--- src/rtl/muldiv_unit_pkg.sv ---
// Shared CPU definitions for the execute stage: funct codes and the
// multiply/divide controller state encoding.
package muldiv_unit_pkg;

    typedef enum logic [5:0] {
        FUNCT_MFHI  = 6'h10,
        FUNCT_MTHI  = 6'h11,
        FUNCT_MFLO  = 6'h12,
        FUNCT_MTLO  = 6'h13,
        FUNCT_MULT  = 6'h18,
        FUNCT_MULTU = 6'h19,
        FUNCT_DIV   = 6'h1A,
        FUNCT_DIVU  = 6'h1B,
        FUNCT_ADD   = 6'h20,
        FUNCT_ADDU  = 6'h21,
        FUNCT_SUB   = 6'h22,
        FUNCT_SUBU  = 6'h23
    } funct_t;

    typedef enum logic [1:0] {
        IDLE,
        RUN,
        FIX
    } muldiv_state_t;

    localparam int unsigned MD_STEPS = 32;

    function automatic logic is_muldiv(input funct_t f);
        return (f == FUNCT_MULT) || (f == FUNCT_MULTU) ||
               (f == FUNCT_DIV)  || (f == FUNCT_DIVU);
    endfunction

    function automatic logic is_div_op(input funct_t f);
        return (f == FUNCT_DIV) || (f == FUNCT_DIVU);
    endfunction

    function automatic logic is_signed_op(input funct_t f);
        return (f == FUNCT_MULT) || (f == FUNCT_DIV);
    endfunction

endpackage

--- src/rtl/muldiv_step.sv ---
// One iteration of shift-add multiply or restoring divide, built around a
// single shared 33-bit adder/subtractor.
module muldiv_step
    import muldiv_unit_pkg::*;
(
    input  logic [31:0] acc,
    input  logic [31:0] shreg,
    input  logic [31:0] operand,
    input  logic        is_div,
    output logic [31:0] acc_next,
    output logic [31:0] shreg_next
);

    logic [32:0] lhs;
    logic [32:0] rhs;
    logic [32:0] sum;
    logic [32:0] sel;

    always_comb begin
        lhs = is_div ? {acc, shreg[31]} : {1'b0, acc};
        rhs = is_div ? ~{1'b0, operand} : {1'b0, operand};
        sum = lhs + rhs + {32'd0, is_div};
        sel = '0;
        if (is_div) begin
            // sum[32] is the borrow: set means the trial subtract went negative
            acc_next   = sum[32] ? lhs[31:0] : sum[31:0];
            shreg_next = {shreg[30:0], ~sum[32]};
        end else begin
            sel        = shreg[0] ? sum : lhs;
            acc_next   = sel[32:1];
            shreg_next = {sel[0], shreg[31:1]};
        end
    end

endmodule

--- src/rtl/muldiv_unit.sv ---
// Multi-cycle MULT/MULTU/DIV/DIVU sequencer owning the HI/LO registers;
// operates on magnitudes and applies sign fix-ups in a final cycle.
module muldiv_unit
    import muldiv_unit_pkg::*;
(
    input  logic        clk,
    input  logic        rst_n,
    input  logic        start,
    input  funct_t      fncode,
    input  logic [31:0] a,
    input  logic [31:0] b,
    output logic        busy,
    output logic        done,
    output logic [31:0] hi,
    output logic [31:0] lo
);

    muldiv_state_t state, state_next;
    logic [5:0]  count;
    logic [31:0] acc, shreg, operand;
    logic [31:0] acc_step, shreg_step;
    logic        is_div, neg_q, neg_r;
    logic        accept, sgn;
    logic [31:0] mag_a, mag_b;
    logic [63:0] prod_fix;
    logic [31:0] quot_fix, rem_fix;

    muldiv_step u_step (
        .acc        (acc),
        .shreg      (shreg),
        .operand    (operand),
        .is_div     (is_div),
        .acc_next   (acc_step),
        .shreg_next (shreg_step)
    );

    always_comb begin
        state_next = state;
        accept     = 1'b0;
        case (state)
            IDLE: if (start && is_muldiv(fncode)) begin
                accept     = 1'b1;
                state_next = RUN;
            end
            RUN:  if (count == 6'(MD_STEPS - 1)) state_next = FIX;
            FIX:  state_next = IDLE;
            default: state_next = IDLE;
        endcase
    end

    always_comb begin
        sgn      = is_signed_op(fncode);
        mag_a    = (sgn && a[31]) ? -a : a;
        mag_b    = (sgn && b[31]) ? -b : b;
        prod_fix = neg_q ? -{acc, shreg} : {acc, shreg};
        quot_fix = neg_q ? -shreg : shreg;
        rem_fix  = neg_r ? -acc : acc;
    end

    assign busy = (state != IDLE);

    always_ff @(posedge clk or negedge rst_n) begin
        if (!rst_n) begin
            state   <= IDLE;
            count   <= '0;
            acc     <= '0;
            shreg   <= '0;
            operand <= '0;
            is_div  <= 1'b0;
            neg_q   <= 1'b0;
            neg_r   <= 1'b0;
            hi      <= '0;
            lo      <= '0;
            done    <= 1'b0;
        end else begin
            state <= state_next;
            done  <= (state == FIX);
            if (accept) begin
                count   <= '0;
                acc     <= '0;
                is_div  <= is_div_op(fncode);
                shreg   <= is_div_op(fncode) ? mag_a : mag_b;
                operand <= is_div_op(fncode) ? mag_b : mag_a;
                // A zero divisor keeps the all-ones quotient unnegated
                neg_q   <= sgn && (a[31] ^ b[31]) && !(is_div_op(fncode) && (b == '0));
                neg_r   <= sgn && a[31];
            end else if (state == IDLE && start && fncode == FUNCT_MTHI) begin
                hi <= a;
            end else if (state == IDLE && start && fncode == FUNCT_MTLO) begin
                lo <= a;
            end else if (state == RUN) begin
                acc   <= acc_step;
                shreg <= shreg_step;
                count <= count + 6'd1;
            end else if (state == FIX) begin
                if (is_div) begin
                    hi <= rem_fix;
                    lo <= quot_fix;
                end else begin
                    {hi, lo} <= prod_fix;
                end
            end
        end
    end

endmodule

--- config.mk ---
export PLATFORM = sky130hd
export DESIGN_NAME = muldiv_unit
export DESIGN_NICKNAME = d
export VERILOG_FILES = /design/src/rtl/muldiv_unit_pkg.sv /design/src/rtl/muldiv_step.sv /design/src/rtl/muldiv_unit.sv
export SDC_FILE = /design/constraint.sdc
export NUM_CORES = 1
export LEC_CHECK = 0
export ABC_AREA = 1
export BUFFER_PORTS_ARGS = -buffer_cell sky130_fd_sc_hd__buf_2
export CORE_MARGIN = 2
export CORE_UTILIZATION = 35
export DETAILED_ROUTE_END_ITERATION = 8
export GPL_TIMING_DRIVEN = 0
export PLACE_DENSITY_LB_ADDON = 0.08
export SLEW_MARGIN = 40
export SYNTH_ARGS = -nofsm -noshare
export SYNTH_HDL_FRONTEND = slang
export SYNTH_HIERARCHICAL = 1
export SYNTH_SLANG_ARGS = --single-unit
--- constraint.sdc ---
create_clock -name clk -period 3.2 [get_ports clk]
set_input_delay 0.64 -clock clk [delete_from_list [all_inputs] [get_ports clk]]
set_output_delay 0.64 -clock clk [all_outputs]
set_load 0.02 [all_outputs]
==> results of run 1 <==
==> power breakdown <==
part	switching (W)	leakage, nW	internal [W]
Clock	0.00120	0.302	0.00108
Combinational	0.0119	7.97	0.00706
Sequential	0.00138	2.12	0.00304
Total	0.0145	10.4	0.0112
==> cells in the mapped netlist (2+ instances only) <==
master       n
buf_4       16
o211ai_2     7
buf_2       31
dfrtp_1    172
o21bai_1     7
nor2_2       9
ha_1        36
nand3b_1    17
nor4_1       2
xor2_1      84
nor2_4       7
buf_6        6
inv_2        7
o21ai_1     42
o21a_1       2
nand2_1   1032
nor2_1     296
a21oi_1     74
o21ai_0    233
a31oi_1      8
and2_1       2
nand3_4      2
a21oi_2      2
clkbuf_1    44
buf_1        7
o21ai_2      7
a21o_1       6
clkinv_2     2
xnor2_1     20
nand2_2     14
inv_1      300
a22oi_1     16
o22ai_1      4
nor3_1      21
nand4_1     18
or2_0        2
a32o_1       2
or2_2        8
or2_1        2
o211ai_1    22
nand3_1    227
o221ai_1     4
==> final timing paths <==
check,start,to,slack (ns)
worst max-delay path,is_div,shreg[0],-0.06
worst min-delay path,rst_n,acc[25],0.02
worst max register to register,is_div,shreg[0],-0.06
worst min register to register,hi[26],hi[26],0.48
max in group asynchronous,rst_n,lo[4],2.48
min in group clk,a[3],lo[3],0.43
==> cell usage in the layout, fill, tap and decap left out, types with 21 or more instances in the layout <==
| cell | instances |
|---|---|
| nand2_1 | 988 |
| ha_4 | 27 |
| clkbuf_16 | 21 |
| buf_2 | 164 |
| nand2_2 | 47 |
| o211ai_1 | 22 |
| o21ai_0 | 193 |
| inv_1 | 299 |
| xor2_1 | 58 |
| buf_4 | 65 |
| nor2_1 | 285 |
| clkbuf_1 | 37 |
| nand3_1 | 221 |
| a21oi_1 | 70 |
| o21ai_1 | 71 |
| dfrtp_1 | 172 |
==> what timing repair did <==
item	in CTS	in global routing
pin swaps	33	51
endpoints found under the hold margin	0	0
resized for setup	177	114
setup buffers	43	10
gates cloned	4	3
setup endpoints to repair	33	33
==> flip-flops by register name, indices dropped and copies added, names as in the netlist <==
register and flops:
acc 32, hi 32, lo 32, operand 32
shreg 32, count 6, state 2, done 1
is_div 1, neg_q 1, neg_r 1
==> metal layers <==
metal / track usage, % / vias to the layer above
met3: 5.70 / 163
met4: 16.3 / 0
met1: 43.7 / 9447
met5: 0 / -
li1: - / 9473
met2: 53.8 / 778
==> kinds of logic after synthesis <==
| family | after synthesis |
|---|---|
| adders and majority gates | 37 |
| buffers and inverters | 416 |
| AOI/OAI and AO/OA | 440 |
| xor gates and xnor gates | 104 |
| and+or+nand+nor | 1662 |
| DFF | 172 |
==> final cells by class <==
| class | instances | area, um^2 |
|---|---|---|
| buffer | 105 | 781 |
| timing repair buffer | 198 | 1280 |
| tap | 615 | 769 |
| clock buffer | 17 | 425 |
| multi-input combinational | 2243 | 11800 |
| inverter | 311 | 1180 |
| fill | 5199 | 26700 |
| sequential | 172 | 4300 |
| clock inverter | 15 | 206 |
==> per-stage QoR <==
step | total power, W | hold slack, ns | setup WS, ns
after floorplan | 0.0141 | 0.344 | 0.0701
after global placement | 0.0195 | 0.463 | -1.55
after detailed placement | 0.0196 | 0.460 | -1.43
after CTS | 0.0242 | 0.0139 | -0.00823
after global routing | 0.0275 | 0.0445 | -0.180
final | 0.0256 | 0.0248 | -0.0579
==> worst max-delay path, cell delays in order, from the launching register on <==
cell	delay, ns
dfrtp_1	0.41
buf_6	0.19
clkinv_8	0.09
clkbuf_16	0.17
clkbuf_16	0.16
buf_12	0.13
nand2_2	0.05
nand2_2	0.08
ha_4	0.26
nand2_2	0.08
nand2_1	0.05
nand2_1	0.07
nand2_2	0.06
nand2_2	0.07
nand2_2	0.06
a21oi_4	0.19
nand2_4	0.10
nand2_4	0.09
nand2_8	0.07
buf_16	0.15
nand2_8	0.10
o21ai_2	0.06
o21ai_1	0.17
o221ai_1	0.14
o21ai_1	0.10
inv_1	0.05
==> flow_summary.yaml, run 1 <==
clock_tree:
  clock_sinks: 172
  clk_latency_ns: 0.52
  clk_pin_slew_ns: 0.09
  cts_root_buffer: "clkbuf_16"
  clock_path_buffers: 2
  cts_buffers: 17
  hold_buffers: 0
  ctsHtreeMaxLevel: 4
  cts_tree: "built"
die:
  initial_utilization_pct: 35.3
  die_w_um: 223
  die_area_um2: 49600
  coreArea_um2: 47400
  ioPinCount: 139
  die_y_um: 223
  rows: 80
routing:
  vias: 19900
  vias_per_cell: 5.40
  avgRoutedWirePerCell_um: 22.8
  drt_wl_total_mm: 83.9
  dr_wl_met2_mm: 38.3
  post-route-drc-count: 0
  drtPass1Iterations: 5
  top_layer_used: "met4"
  route.met3.wl_mm: 5.65
  drt_iter0_drc: 1827
  ant_nets: 0
  wl_met1_mm: 35.9
worst_setup_path:
  critPathCaptureType: "register"
  cp-start-kind: "register"
  reg2regPathDepth: 25
  worst_ep_required_time_ns: 3.61
  cp_data_arrival_time_ns: 3.67
  critPathKind: "register to register"
  crit_fanout: 6
flow_run:
  drv_cap: 0
power:
  p_leak_nw: 10.4
  p_per_area_nw_per_um2: 1230
  ir_drop_mv: 0.590
min_path:
  hold_path_class: "primary input to asynchronous set/reset pin"
logic_synthesis:
  synth_ff_type: "dfrtp_1"
  synth.net_count: 2941
  synth_seq_cells: 172
  synth_compound_gate_area_share_pct: 14.8
  synthAdderAreaFrac_pct: 2.81
  syn_inst: 2831
  syn_area_um2: 16700
  synth_edf_count: 0
  synthArstFlopShare_pct: 100
  synth-xor-area-share_pct: 5.44
  seq_area_frac_synth_pct: 25.7
  synth_mux_area_share_pct: 0
  synth_top_family_by_area: "simple AND/OR/NAND/NOR gates"
  synth_top_area_share_pct: 25.7
  yosysUniqueCellTypes: 53
  synth_area_leader_cell: "dfrtp_1"
  yosys_warnings: 6
  yosys.area_share.simple_pct: 41.0
  avgSynthCellArea_um2: 5.92
  ys_top_cells_by_area: "dfrtp_1, nand2_1, o21ai_0"
place:
  place_inst: 3586
  finalWeightedCongestion: 0.970
  post_dp_cell_area_um2: 18300
  port_buffers: 138
  place_hpwl_mm: 68.4
global_routing:
  antenna_found_initial: 1
  overflow: 0
  grt_util_all_layers_pct: 33.5
  grt_start_max_net_pins: 71
  grt_pass1_wl_mm: 121
  grt_pass1_vias: 19300
timing:
  min_period_ns: 3.26
  setup_ws_ns: -0.0579
  clock.fmax_ghz: 0.307
  setup_viol: 11
  finalCritPeriodShare_pct: 102
  worst_pin_slew_ns: 0.930
  rsz0062_at_grt: "true"
  drv_slew: 0
  finClkSkew_ns: 0.0245
  finalHoldViolations: 0
  fin_tns_setup_ns: -0.183
  max-slew-margin-rel_pct: 38.0
final_layout:
  fin_cells: 3676
  area_growth_pct: 24.0
  design_area_um2: 20800
  finish.utilization_pct: 43.8
  fin_nets: 3158
  antenna_cells: 0
  drive_gt1_share_pct: 16.3
run_status:
  outcome: "finished with violations"
  violations: "negative setup slack"
No activity file was read; power rests on OpenSTA's default activity.
==> run 2: changes to the inputs <==
--- a/config.mk
+++ b/config.mk
@@ -12,6 +12,7 @@
 export DETAILED_ROUTE_END_ITERATION = 8
 export GPL_TIMING_DRIVEN = 0
 export PLACE_DENSITY_LB_ADDON = 0.08
+export RECOVER_POWER = 50
 export SLEW_MARGIN = 40
 export SYNTH_ARGS = -nofsm -noshare
 export SYNTH_HDL_FRONTEND = slang
==> run 2 against run 1 <==
Against the previous run:
- power about the same
- the flow finishes with violations (max-capacitance violations, max-slew violations, negative setup slack)
- clock skew increased by 0.0034 ns
- first-iteration DRC count decreased by 3.2%
- non-clock buffer count unchanged
- register-to-register slack about the same
- largest cell class unchanged
- setup slack improved by 0.010 ns
- critical path depth unchanged
- maximum frequency increased by 0.32%
- count of clock-buffer cells in the layout unchanged
- clock power about the same
- sequential power about the same
==> flow_summary.yaml, run 2 (synthesis results as in run 1) <==
place:
  place_hpwl_mm: 68.4
  post_dp_cell_area_um2: 18300
  port_buffers: 138
  finalWeightedCongestion: 0.970
worst_setup_path:
  cpPeakStageDelay_ns: 0.41
  critPathSlowestCell: "dfrtp_1"
  worst_ep_required_time_ns: 3.61
  cp-start-kind: "register"
  crit_fanout: 6
  cp_num_buf_inv: 7
  cp_data_arrival_time_ns: 3.66
  worst_path_most_repeated_cell: "nand2_2"
  path_delay_family: "buffers and inverters"
  critPathCaptureType: "register"
  critPathKind: "register to register"
global_routing:
  grt_pass1_vias: 19300
  antenna_found_initial: 1
  overflow: 0
  grt_pass1_wl_mm: 121
  grt_util_all_layers_pct: 33.5
  grt_start_max_net_pins: 71
run_status:
  outcome: "finished with violations"
  violations: "max-capacitance violations, max-slew violations, negative setup slack"
min_path:
  hold_path_class: "primary input to register"
die:
  ioPinCount: 139
  initial_utilization_pct: 35.3
  die_area_um2: 49600
  die_y_um: 223
  die_w_um: 223
  rows: 80
  coreArea_um2: 47400
clock_tree:
  cts_root_buffer: "clkbuf_16"
  clock_path_buffers: 2
  clk_pin_slew_ns: 0.09
  hold_buffers: 0
  ctsHtreeMaxLevel: 4
  clk_latency_ns: 0.52
  cts_tree: "built"
  cts_buffers: 17
  clock_sinks: 172
final_layout:
  drive_gt1_share_pct: 15.8
  fin_nets: 3158
  multi_input_area_um2: 11800
  fill_cells: 5206
  mostFrequentLayoutCells: "nand2_1, inv_1, nor2_1"
  design_area_um2: 20700
  area_growth_pct: 23.9
  register_area_um2: 4300
  final_common_cell: "nand2_1"
timing:
  worst_pin_slew_ns: 2.66
  finClkSkew_ns: 0.0280
  setup_viol: 10
  drv_slew: 38
  finalCritPeriodShare_pct: 101
  rsz0062_at_grt: "true"
  finalHoldViolations: 0
  clock.fmax_ghz: 0.308
  whs_ns: 0.428
  setup_ws_ns: -0.0474
  max-slew-margin-rel_pct: -77.4
  min_period_ns: 3.25
routing:
  vias: 19800
  post-route-drc-count: 0
  vias_per_cell: 5.39
  drt_wl_total_mm: 84.0
  drtPass1Iterations: 5
  avgRoutedWirePerCell_um: 22.8
  drt_iter0_drc: 1769
  ant_nets: 0
power:
  clkPwrFrac_pct: 8.9
  p_per_area_nw_per_um2: 1240
  ir_drop_mv: 0.591
  combPwrFrac_pct: 73.8
  swShare_pct: 56.5
  seqPwrFrac_pct: 17.3
  p_int_w: 0.0112
  p_leak_nw: 10.3
  p_sw_w: 0.0145
flow_run:
  drv_cap: 1
run 2: cell types whose count changed in the layout (fill, tap and decap cells not counted), sizes merged:
cell	previous run	this run
buf	260	245
clkbuf	60	75
diode	0	1
run 2: area by class of cell:
type / instances / share of cell area [%]
Antenna cell: 1 / 0.0121
Buffer: 105 / 3.76
Clock buffer: 17 / 2.05
Clock inverter: 15 / 0.995
Inverter: 311 / 5.71
Multi-Input combinational cell: 2243 / 57.0
Sequential cell: 172 / 20.7
Tap cell: 615 / 3.71
Timing Repair Buffer: 198 / 6.05
run 2: worst reg2reg max path, cell delays in order (launching register included):
cell and delay (ns):
dfrtp_1 0.41, buf_6 0.19, clkinv_8 0.09, clkbuf_16 0.17
clkbuf_16 0.16, buf_12 0.13, nand2_2 0.05, nand2_2 0.08
ha_4 0.27, nand2_2 0.08, nand2_1 0.05, nand2_1 0.07
nand2_2 0.06, nand2_2 0.07, nand2_2 0.06, a21oi_4 0.18
nand2_4 0.10, nand2_4 0.09, nand2_8 0.07, buf_16 0.15
nand2_8 0.09, o21ai_2 0.06, o21ai_1 0.17, o221ai_1 0.14
o21ai_1 0.10, inv_1 0.05
run 2: stage by stage:
| step | setup TNS, ns | total power (W) | worst slack (ns) | std cells | util [%] |
|---|---|---|---|---|---|
| after floorplan | 0 | 0.0141 | 0.0701 | 2831 | - |
| after global placement | -297.48 | 0.0195 | -1.55 | 3584 | 38.4 |
| after detailed placement | -37.54 | 0.0196 | -1.43 | 3586 | 38.5 |
| after CTS | -0.00823 | 0.0242 | -0.00823 | 3665 | 42.6 |
| after global routing | -2.82 | 0.0274 | -0.180 | 3676 | 43.7 |
| final | -0.145 | 0.0257 | -0.0474 | 3677 | 43.7 |
run 2: worst paths after layout:
check / startpoint / to / slack, ns / cells past startpoint
min in group asynchronous: rst_n / acc[25] / 0.98 / 1
worst max-delay path: is_div / shreg[0] / -0.05 / 25
max in group asynchronous: rst_n / count[4] / 0.70 / 1
worst min register to register: hi[26] / hi[26] / 0.48 / 2
worst max register to register: is_div / shreg[0] / -0.05 / 25
worst min-delay path: a[3] / lo[3] / 0.43 / 3
run 2: power groups by stage:
stage               clock, W  combinational, W  sequential [W]
floorplan                  0            0.0100         0.00408
global placement           0            0.0151         0.00437
detailed placement         0            0.0152         0.00437
CTS                  0.00233            0.0174         0.00439
global route         0.00238            0.0206         0.00451
finish               0.00228            0.0189         0.00443
run 2: layer usage:
metal	global-route usage (%)	up-vias	share of wire, %
met3	5.70	151	6.5
met4	16.3	0	4.8
met2	53.8	758	46
li1	-	9480	-
met1	43.7	9434	43
met5	0	-	0
run 2: repair_timing:
action                                  4_1_cts  5_1_grt
endpoints found under the setup margin       33       33
setup buffers                                43       10
cloned                                        4        3
pin swaps                                    33       51
resized for setup                           177      114
